$ cat src/rtl/paicore_tx_pkg.sv
// ============================================================================
// Module      : paicore_tx_pkg
// Description : Shared types and helpers for the PAICORE multi-channel sender.
// Revision    : 1.0 - initial release
// ============================================================================
`default_nettype none

package paicore_tx_pkg;

    localparam int MAX_CH          = 32;
    localparam int DEF_CHANNELS    = 4;
    localparam int DEF_DATA_WIDTH  = 64;
    localparam int DEF_PDATA_WIDTH = 32;
    localparam int WORDS           = DEF_DATA_WIDTH / DEF_PDATA_WIDTH;
    localparam int CH_W            = $clog2(DEF_CHANNELS);

    typedef enum logic [1:0] {
        LINK_IDLE = 2'd0,
        LINK_REQ  = 2'd1,
        LINK_REL  = 2'd2
    } link_state_e;

    // First set mask bit at or after ptr, wrapping over n links; -1 when mask is empty.
    function automatic int rr_next_target(input logic [MAX_CH-1:0] mask,
                                          input int ptr,
                                          input int n);
        int c;
        rr_next_target = -1;
        for (int i = MAX_CH - 1; i >= 0; i--) begin
            if (i < n) begin
                c = ptr + i;
                if (c >= n) c = c - n;
                if (mask[c]) rr_next_target = c;
            end
        end
    endfunction

endpackage

`default_nettype wire

$ cat src/rtl/paicore_tx_link.sv
// ============================================================================
// Module      : paicore_tx_link
// Description : One 4-phase req/ack link: ack synchroniser, beat register,
//               word sequencer; ack watchdog when PAICORE_TX_ACK_TIMEOUT_EN.
// Revision    : 1.0 - initial release
// ============================================================================
`default_nettype none

module paicore_tx_link
    import paicore_tx_pkg::*;
#(
    parameter int DATA_WIDTH     = DEF_DATA_WIDTH,
    parameter int PDATA_WIDTH    = DEF_PDATA_WIDTH,
    parameter int SYNC_STAGES    = 2,
    parameter int TIMEOUT_CYCLES = 1024
) (
    input  logic                   i_clk,
    input  logic                   i_rst_n,
    input  logic                   i_load,
    input  logic [DATA_WIDTH-1:0]  i_beat,
    input  logic                   i_ack,
    output logic                   o_idle,
    output logic                   o_request,
    output logic [PDATA_WIDTH-1:0] o_pdata,
    output logic                   o_timeout
);

    localparam int N_WORDS = DATA_WIDTH / PDATA_WIDTH;
    localparam int IDX_W   = (N_WORDS > 1) ? $clog2(N_WORDS) : 1;

    link_state_e            r_state;
    link_state_e            w_next;
    logic [SYNC_STAGES-1:0] r_ack_sync;
    logic [DATA_WIDTH-1:0]  r_beat;
    logic [IDX_W-1:0]       r_idx;
    logic [IDX_W-1:0]       w_idx_next;
    logic [PDATA_WIDTH-1:0] r_pdata;
    logic                   r_request;
    logic                   w_ack_s;
    logic                   w_last_word;
    logic                   w_wd_expire;

    assign w_ack_s     = r_ack_sync[SYNC_STAGES-1];
    assign w_last_word = (int'(r_idx) == N_WORDS - 1);

`ifdef PAICORE_TX_ACK_TIMEOUT_EN
    localparam int WD_W = $clog2(TIMEOUT_CYCLES + 1);
    logic [WD_W-1:0] r_wd;

    always_ff @(posedge i_clk or negedge i_rst_n) begin
        if (!i_rst_n) begin
            r_wd <= '0;
        end else if (r_state == LINK_IDLE || w_next != r_state) begin
            r_wd <= '0;
        end else begin
            r_wd <= r_wd + 1'b1;
        end
    end

    assign w_wd_expire = (r_state != LINK_IDLE) && (int'(r_wd) == TIMEOUT_CYCLES - 1);
`else
    logic w_unused_timeout;
    assign w_unused_timeout = (TIMEOUT_CYCLES > 0);
    assign w_wd_expire      = 1'b0;
`endif

    always_comb begin
        w_next     = r_state;
        w_idx_next = r_idx;
        case (r_state)
            LINK_IDLE: begin
                if (i_load) begin
                    w_next     = LINK_REQ;
                    w_idx_next = '0;
                end
            end
            LINK_REQ: begin
                if (w_ack_s) w_next = LINK_REL;
            end
            LINK_REL: begin
                if (!w_ack_s) begin
                    if (w_last_word) begin
                        w_next = LINK_IDLE;
                    end else begin
                        w_next     = LINK_REQ;
                        w_idx_next = r_idx + 1'b1;
                    end
                end
            end
            default: w_next = LINK_IDLE;
        endcase
        // A stalled far end abandons the rest of the beat.
        if (w_wd_expire) w_next = LINK_IDLE;
    end

    always_ff @(posedge i_clk or negedge i_rst_n) begin
        if (!i_rst_n) begin
            r_state    <= LINK_IDLE;
            r_ack_sync <= '0;
            r_beat     <= '0;
            r_idx      <= '0;
            r_pdata    <= '0;
            r_request  <= 1'b0;
        end else begin
            r_ack_sync <= {r_ack_sync[SYNC_STAGES-2:0], i_ack};
            r_state    <= w_next;
            r_idx      <= w_idx_next;
            r_request  <= (w_next == LINK_REQ);
            if (r_state == LINK_IDLE && i_load) begin
                r_beat  <= i_beat;
                r_pdata <= i_beat[PDATA_WIDTH-1:0];
            end else if (r_state == LINK_REL && w_next == LINK_REQ) begin
                r_pdata <= r_beat[int'(w_idx_next)*PDATA_WIDTH +: PDATA_WIDTH];
            end
        end
    end

    assign o_idle    = (r_state == LINK_IDLE);
    assign o_request = r_request;
    assign o_pdata   = r_pdata;
    assign o_timeout = w_wd_expire;

endmodule

`default_nettype wire

$ cat src/rtl/paicore_tx_mc.sv
// ============================================================================
// Module      : paicore_tx_mc
// Description : AXI-Stream to PAICORE multi-channel sender: dispatch, RR
//               pointer, counters, done. Option: PAICORE_TX_ACK_TIMEOUT_EN.
// Revision    : 1.0 - initial release
// ============================================================================
`default_nettype none

module paicore_tx_mc
    import paicore_tx_pkg::*;
#(
    parameter int CHANNELS       = DEF_CHANNELS,
    parameter int DATA_WIDTH     = DEF_DATA_WIDTH,
    parameter int PDATA_WIDTH    = DEF_PDATA_WIDTH,
    parameter int SYNC_STAGES    = 2,
    parameter int TIMEOUT_CYCLES = 1024
) (
    input  logic                                         s_axis_aclk,
    input  logic                                         s_axis_aresetn,
    input  logic                                         en,
    input  logic                                         start,
    input  logic                                         single_channel,
    input  logic [((CHANNELS > 1) ? $clog2(CHANNELS) : 1)-1:0] sel_ch,
    input  logic [CHANNELS-1:0]                          chan_mask,
    input  logic [31:0]                                  send_len,
    output logic [31:0]                                  data_cnt,
    output logic [31:0]                                  tlast_cnt,
    output logic                                         busy,
    output logic                                         tx_done,
    output logic [CHANNELS-1:0]                          err_timeout,
    output logic                                         s_axis_tready,
    input  logic [DATA_WIDTH-1:0]                        s_axis_tdata,
    input  logic                                         s_axis_tlast,
    input  logic                                         s_axis_tvalid,
    output logic [CHANNELS-1:0]                          request,
    output logic [CHANNELS*PDATA_WIDTH-1:0]              pdata,
    input  logic [CHANNELS-1:0]                          acknowledge
);

    localparam int SEL_W = (CHANNELS > 1) ? $clog2(CHANNELS) : 1;

    logic [CHANNELS-1:0] w_idle;
    logic [CHANNELS-1:0] w_load;
    logic [CHANNELS-1:0] w_timeout;
    logic [MAX_CH-1:0]   w_mask_ext;
    logic [SEL_W-1:0]    w_target;
    logic                w_target_ok;
    logic                w_len_hit;
    logic                w_ready;
    logic                w_accept;
    int                  w_rr;

    logic [SEL_W-1:0]    r_ptr;
    logic                r_armed;
    logic [31:0]         r_data_cnt;
    logic [31:0]         r_tlast_cnt;
    logic                r_tx_done;
    logic [CHANNELS-1:0] r_err;

    always_comb begin
        w_mask_ext                 = '0;
        w_mask_ext[CHANNELS-1:0]   = chan_mask;
        w_rr                       = rr_next_target(w_mask_ext, int'(r_ptr), CHANNELS);
        if (single_channel) begin
            w_target    = sel_ch;
            w_target_ok = (int'(sel_ch) < CHANNELS);
        end else begin
            w_target    = SEL_W'(w_rr);
            w_target_ok = (w_rr >= 0);
        end
    end

    // >= rather than == so lowering send_len mid-run still closes the run.
    assign w_len_hit = (send_len != 32'd0) && (r_data_cnt >= send_len);
    assign w_ready   = r_armed & en & ~start & ~r_tx_done & ~w_len_hit
                     & w_target_ok & w_idle[w_target];
    assign w_accept  = s_axis_tvalid & w_ready;

    always_comb begin
        w_load           = '0;
        w_load[w_target] = w_accept;
    end

    always_ff @(posedge s_axis_aclk or negedge s_axis_aresetn) begin
        if (!s_axis_aresetn) begin
            r_ptr       <= '0;
            r_armed     <= 1'b0;
            r_data_cnt  <= '0;
            r_tlast_cnt <= '0;
            r_tx_done   <= 1'b0;
            r_err       <= '0;
        end else if (start) begin
            r_ptr       <= '0;
            r_armed     <= 1'b1;
            r_data_cnt  <= '0;
            r_tlast_cnt <= '0;
            r_tx_done   <= 1'b0;
            r_err       <= '0;
        end else begin
            if (w_accept) begin
                r_ptr      <= (int'(w_target) == CHANNELS - 1) ? '0 : w_target + 1'b1;
                r_data_cnt <= r_data_cnt + 32'd1;
                if (s_axis_tlast) r_tlast_cnt <= r_tlast_cnt + 32'd1;
            end
            if (r_armed && w_len_hit && (&w_idle)) r_tx_done <= 1'b1;
            r_err <= r_err | w_timeout;
        end
    end

    for (genvar g = 0; g < CHANNELS; g++) begin : g_link
        paicore_tx_link #(
            .DATA_WIDTH     (DATA_WIDTH),
            .PDATA_WIDTH    (PDATA_WIDTH),
            .SYNC_STAGES    (SYNC_STAGES),
            .TIMEOUT_CYCLES (TIMEOUT_CYCLES)
        ) u_link (
            .i_clk     (s_axis_aclk),
            .i_rst_n   (s_axis_aresetn),
            .i_load    (w_load[g]),
            .i_beat    (s_axis_tdata),
            .i_ack     (acknowledge[g]),
            .o_idle    (w_idle[g]),
            .o_request (request[g]),
            .o_pdata   (pdata[g*PDATA_WIDTH +: PDATA_WIDTH]),
            .o_timeout (w_timeout[g])
        );
    end

    assign data_cnt      = r_data_cnt;
    assign tlast_cnt     = r_tlast_cnt;
    assign busy          = ~(&w_idle);
    assign tx_done       = r_tx_done;
    assign err_timeout   = r_err;
    assign s_axis_tready = w_ready;

endmodule

`default_nettype wire

$ cat config.mk
export PLATFORM = sky130hd
export DESIGN_NAME = paicore_tx_mc
export DESIGN_NICKNAME = d
export VERILOG_FILES = /design/src/rtl/paicore_tx_pkg.sv /design/src/rtl/paicore_tx_link.sv /design/src/rtl/paicore_tx_mc.sv
export SDC_FILE = /design/constraint.sdc
export NUM_CORES = 1
export LEC_CHECK = 0
export CAP_MARGIN = 20
export CORE_ASPECT_RATIO = 0.75
export CORE_UTILIZATION = 52
export CTS_CLUSTER_DIAMETER = 40
export CTS_CLUSTER_SIZE = 12
export DETAILED_ROUTE_END_ITERATION = 7
export GPL_TIMING_DRIVEN = 0
export HOLD_SLACK_MARGIN = 0.05
export PLACE_DENSITY_LB_ADDON = 0.15
export SLEW_MARGIN = 0
export SYNTH_ARGS = -nofsm -noshare
export SYNTH_HDL_FRONTEND = slang
export SYNTH_HIERARCHICAL = 1
export SYNTH_SLANG_ARGS = --single-unit
$ cat constraint.sdc
create_clock -name s_axis_aclk -period 4.3 [get_ports s_axis_aclk]
set_input_delay 0.86 -clock s_axis_aclk [delete_from_list [all_inputs] [get_ports s_axis_aclk]]
set_output_delay 0.86 -clock s_axis_aclk [all_outputs]
set_load 0.005 [all_outputs]
==> metrics.txt <==
synthesis-to-finish area growth=31.50%; Vias=about 14000; Int Pwr=roughly 0.0087 W; Switching Share=~29%; combinational share of power=28.3%; GR Util met3=under 10%; drt via density=~5.9; post-synth top area share=slightly above 50%; sequential-to-total area share from yosys stat=51.51%; FMAX=235.3 MHz; Hold/Removal Path Class=in -> async; vias in the first global route=13644; FF/Latch Area=~8800 sq um; remaining global-route overflow=0; cell taking the most area after synthesis=dfrtp_1; hpwl dp=approximately 36000 microns; initial antenna violation count=1; wire per inst=between 20 and 25 microns; YS warnings=6; FF-to-FF path depth=13; CTS tree=built; synth cell count leaders=dfrtp_1, nand2_1, mux2_2; Final WS setup=approximately 0.050 ns; Leak=between 9 and 10 nW; Total Wirelength=about 51000 microns; post-synthesis cell count=between 1000 and 1500; hold slack=0.2190 ns; Final min period=~4.3 ns; Final Hold Vio Count=0; Root Driver=clkbuf_16; Post-DRT Antenna Nets=0; Total GRT Usage=~30%; Sw Pwr=about 0.0035 W; DR DRC count=0; Chip Width=between 200 and 250 microns; status=finished clean; most frequent cell after synthesis=dfrtp_1; asr flop ratio synth=100.0%; Synthesized Nets=roughly 1700; relative slew slack=a little under half; Die Ht=approximately 160 microns; final setup vio count=0; GP Congestion=0.9193; #FFs+latches synth=approximately 350; EDFF count, synth=0; Tcrit/Tclk final=a little over nine tenths; area of the multi-input gates=approximately 7500 sq um; clk sinks=352; die area=between 30000 and 40000 sq um; layout cells sized above 1=17.82%; DRT Pass-1 Iters=5; library cells used by synthesis=about 70; clock latency at the later pin of the worst-skew pair=0.54 ns; syn avg cell area=about 11 sq um; Final nets=between 2000 and 2500; main area contributors after synthesis=dfrtp_1, mux2_2, mux2i_1; Worst-path clk slew=roughly 0.06 ns; pwr/cell area=around 540 nW/um^2; n_diodes=0; gr busiest metal=met2; Tot Pwr=0.01219 W; crit path max fanout=5; CP Launch Type=primary input; pin count of the biggest net entering global routing=~120; IO Port Bufs=~320; Slew Limit Fails=0; final core occ=69.45%; clock power share=around 28%; first-pass GRT wire length=78920 microns; unrepaired setup endpoints after global routing=yes; Post-Route Skew=about 0.022 ns; met1 Use GR=~44%; Clock Tree Buf Depth=3; critical setup path kind=in -> out; pre-CTS WS=-1.154 ns; predominant post-synthesis flop cell=dfrtp_1; met2 Use GR=between 40% and 50%; Sequential Power Share=between 40% and 50%; CTS H-Tree Depth=2; core box area=32380 sq um; max_cap viols=0; cell area after synthesis=17100 sq um; maximum VDD drop=approximately 0.34 mV; IO Count=~320; setup TNS=0 ns; Worst Tran Pin Value=just over 0.8 ns; Num CTS Buffers=42; endpoint class of the critical path=output pin; Fillers=between 2000 and 2500; Initial DRC Count=approximately 1200; std cell rows=57; Initial Util=a little over half; CP arrival=3.39 ns; CP required=around 3.4 ns
[cell usage in the layout, fill, tap and decap left out, types with 5 or more instances in the layout]
cell	Yosys	final
mux2i_1	101	101
nand2_1	141	139
nor2_1	32	32
buf_2	17	17
clkbuf_16	0	43
buf_6	13	13
a21o_1	33	33
ha_1	43	34
and3_1	21	21
mux2_2	134	134
inv_1	57	48
ha_4	0	8
a22o_1	32	32
o31ai_1	42	42
or4_1	42	42
clkbuf_2	1	5
buf_1	5	5
nand4_1	15	15
o21ai_0	44	44
and2_1	5	5
dlymetal6s2s_1	0	12
nand3_1	36	36
clkbuf_8	0	6
or3_1	19	19
inv_2	1	10
inv_6	0	7
dfrtp_1	352	352
a21oi_1	72	72
nor4_1	10	8
buf_12	9	9
clkbuf_1	28	27
buf_4	28	36
clkdlybuf4s50_1	0	301
o21bai_1	9	9
o21ai_1	87	87
[metrics by stage]
step | std cells | area (sq um)
global placement | 2256 | 20810
global route | 2333 | 22490
detailed placement | 2259 | 20900
floorplan | 1499 | 17100
finish | 2333 | 22490
CTS | 2329 | 22310
[sequential cells by signal (all words and copies together), names as in the netlist]
signal / cells
g_link.u_link/o_pdata: 128
g_link.u_link/r_beat: 128
data_cnt: 32
tlast_cnt: 32
g_link.u_link/r_ack_sync: 8
g_link.u_link/r_state: 8
err_timeout: 4
g_link.u_link/o_request: 4
g_link.u_link/r_idx: 4
r_ptr: 2
r_armed: 1
tx_done: 1
[metal layers]
layer,share of wire (%),routed length (microns)
met1,45,22760
met2,45,23040
met3,7.4,3762
met4,2.2,1102
met5,0,0
[power by group through the flow]
stage / registers [W] / clock network (W) / logic, W
6_report: 0.00528 / 0.00346 / 0.00345
5_1_grt: 0.00541 / 0.00366 / 0.00370
4_1_cts: 0.00527 / 0.00352 / 0.00346
3_5_place_dp: 0.00531 / 0 / 0.00343
3_3_place_gp: 0.00527 / 0 / 0.00332
2_1_floorplan: 0.00517 / 0 / 0.00149
[critical path: stages]
cell	delay [ns]
clkdlybuf4s50_1	0.48
inv_1	0.05
ha_2	0.36
o2111a_1	0.19
a211oi_1	0.06
or4b_4	0.53
a311oi_4	0.41
nor3b_2	0.10
nand3_1	0.14
inv_2	0.06
buf_2	0.14
[path summary, 6_finish.rpt]
| path | startpoint | end | slack (ns) |
|---|---|---|---|
| setup / recovery | send_len[15] | s_axis_tready | 0.05 |
| hold / removal | s_axis_aresetn | g_link[0].u_link/r_beat[50] | 0.22 |
| setup reg to reg | r_ptr[1] | g_link[3].u_link/r_beat[58] | 0.23 |
| hold reg to reg | g_link[3].u_link/r_ack_sync[0] | g_link[3].u_link/r_ack_sync[1] | 0.35 |
| max in group asynchronous | s_axis_aresetn | tlast_cnt[17] | 2.30 |
| min in group s_axis_aclk | g_link[3].u_link/r_ack_sync[0] | g_link[3].u_link/r_ack_sync[1] | 0.35 |
[area by class of cell]
cell class | count | share of cell area [%]
clock buffers | 53 | 5.219
repair buffers | 326 | 14.79
well taps | 442 | 2.459
flip-flops and latches | 352 | 39.17
multi-input cells | 988 | 33.34
plain buffers | 100 | 3.355
clock inverters | 14 | 0.6955
inverters | 58 | 0.9681
[what timing repair did]
action,CTS,global route
cloned,0,0
endpoints found under the setup margin,258,78
pin swaps,5,11
hold buffers,0,0
endpoints found under the hold margin,0,0
setup buffers,3,5
gates resized for setup,15,41
[cell families after synthesis]
kind of cell | after synthesis | share of synthesized area, %
multiplexers | 239 | 15.17
buffers and inverters | 159 | 5.663
AND/OR/NAND/NOR | 353 | 11.31
flip-flops | 352 | 51.51
AO/OA/AOI/OAI | 344 | 12.85
adder cells (fa/ha/maj) | 43 | 3.146
XOR/XNOR | 5 | 0.2561
other | 4 | 0.08777
Power figures use the tool's default switching activity.
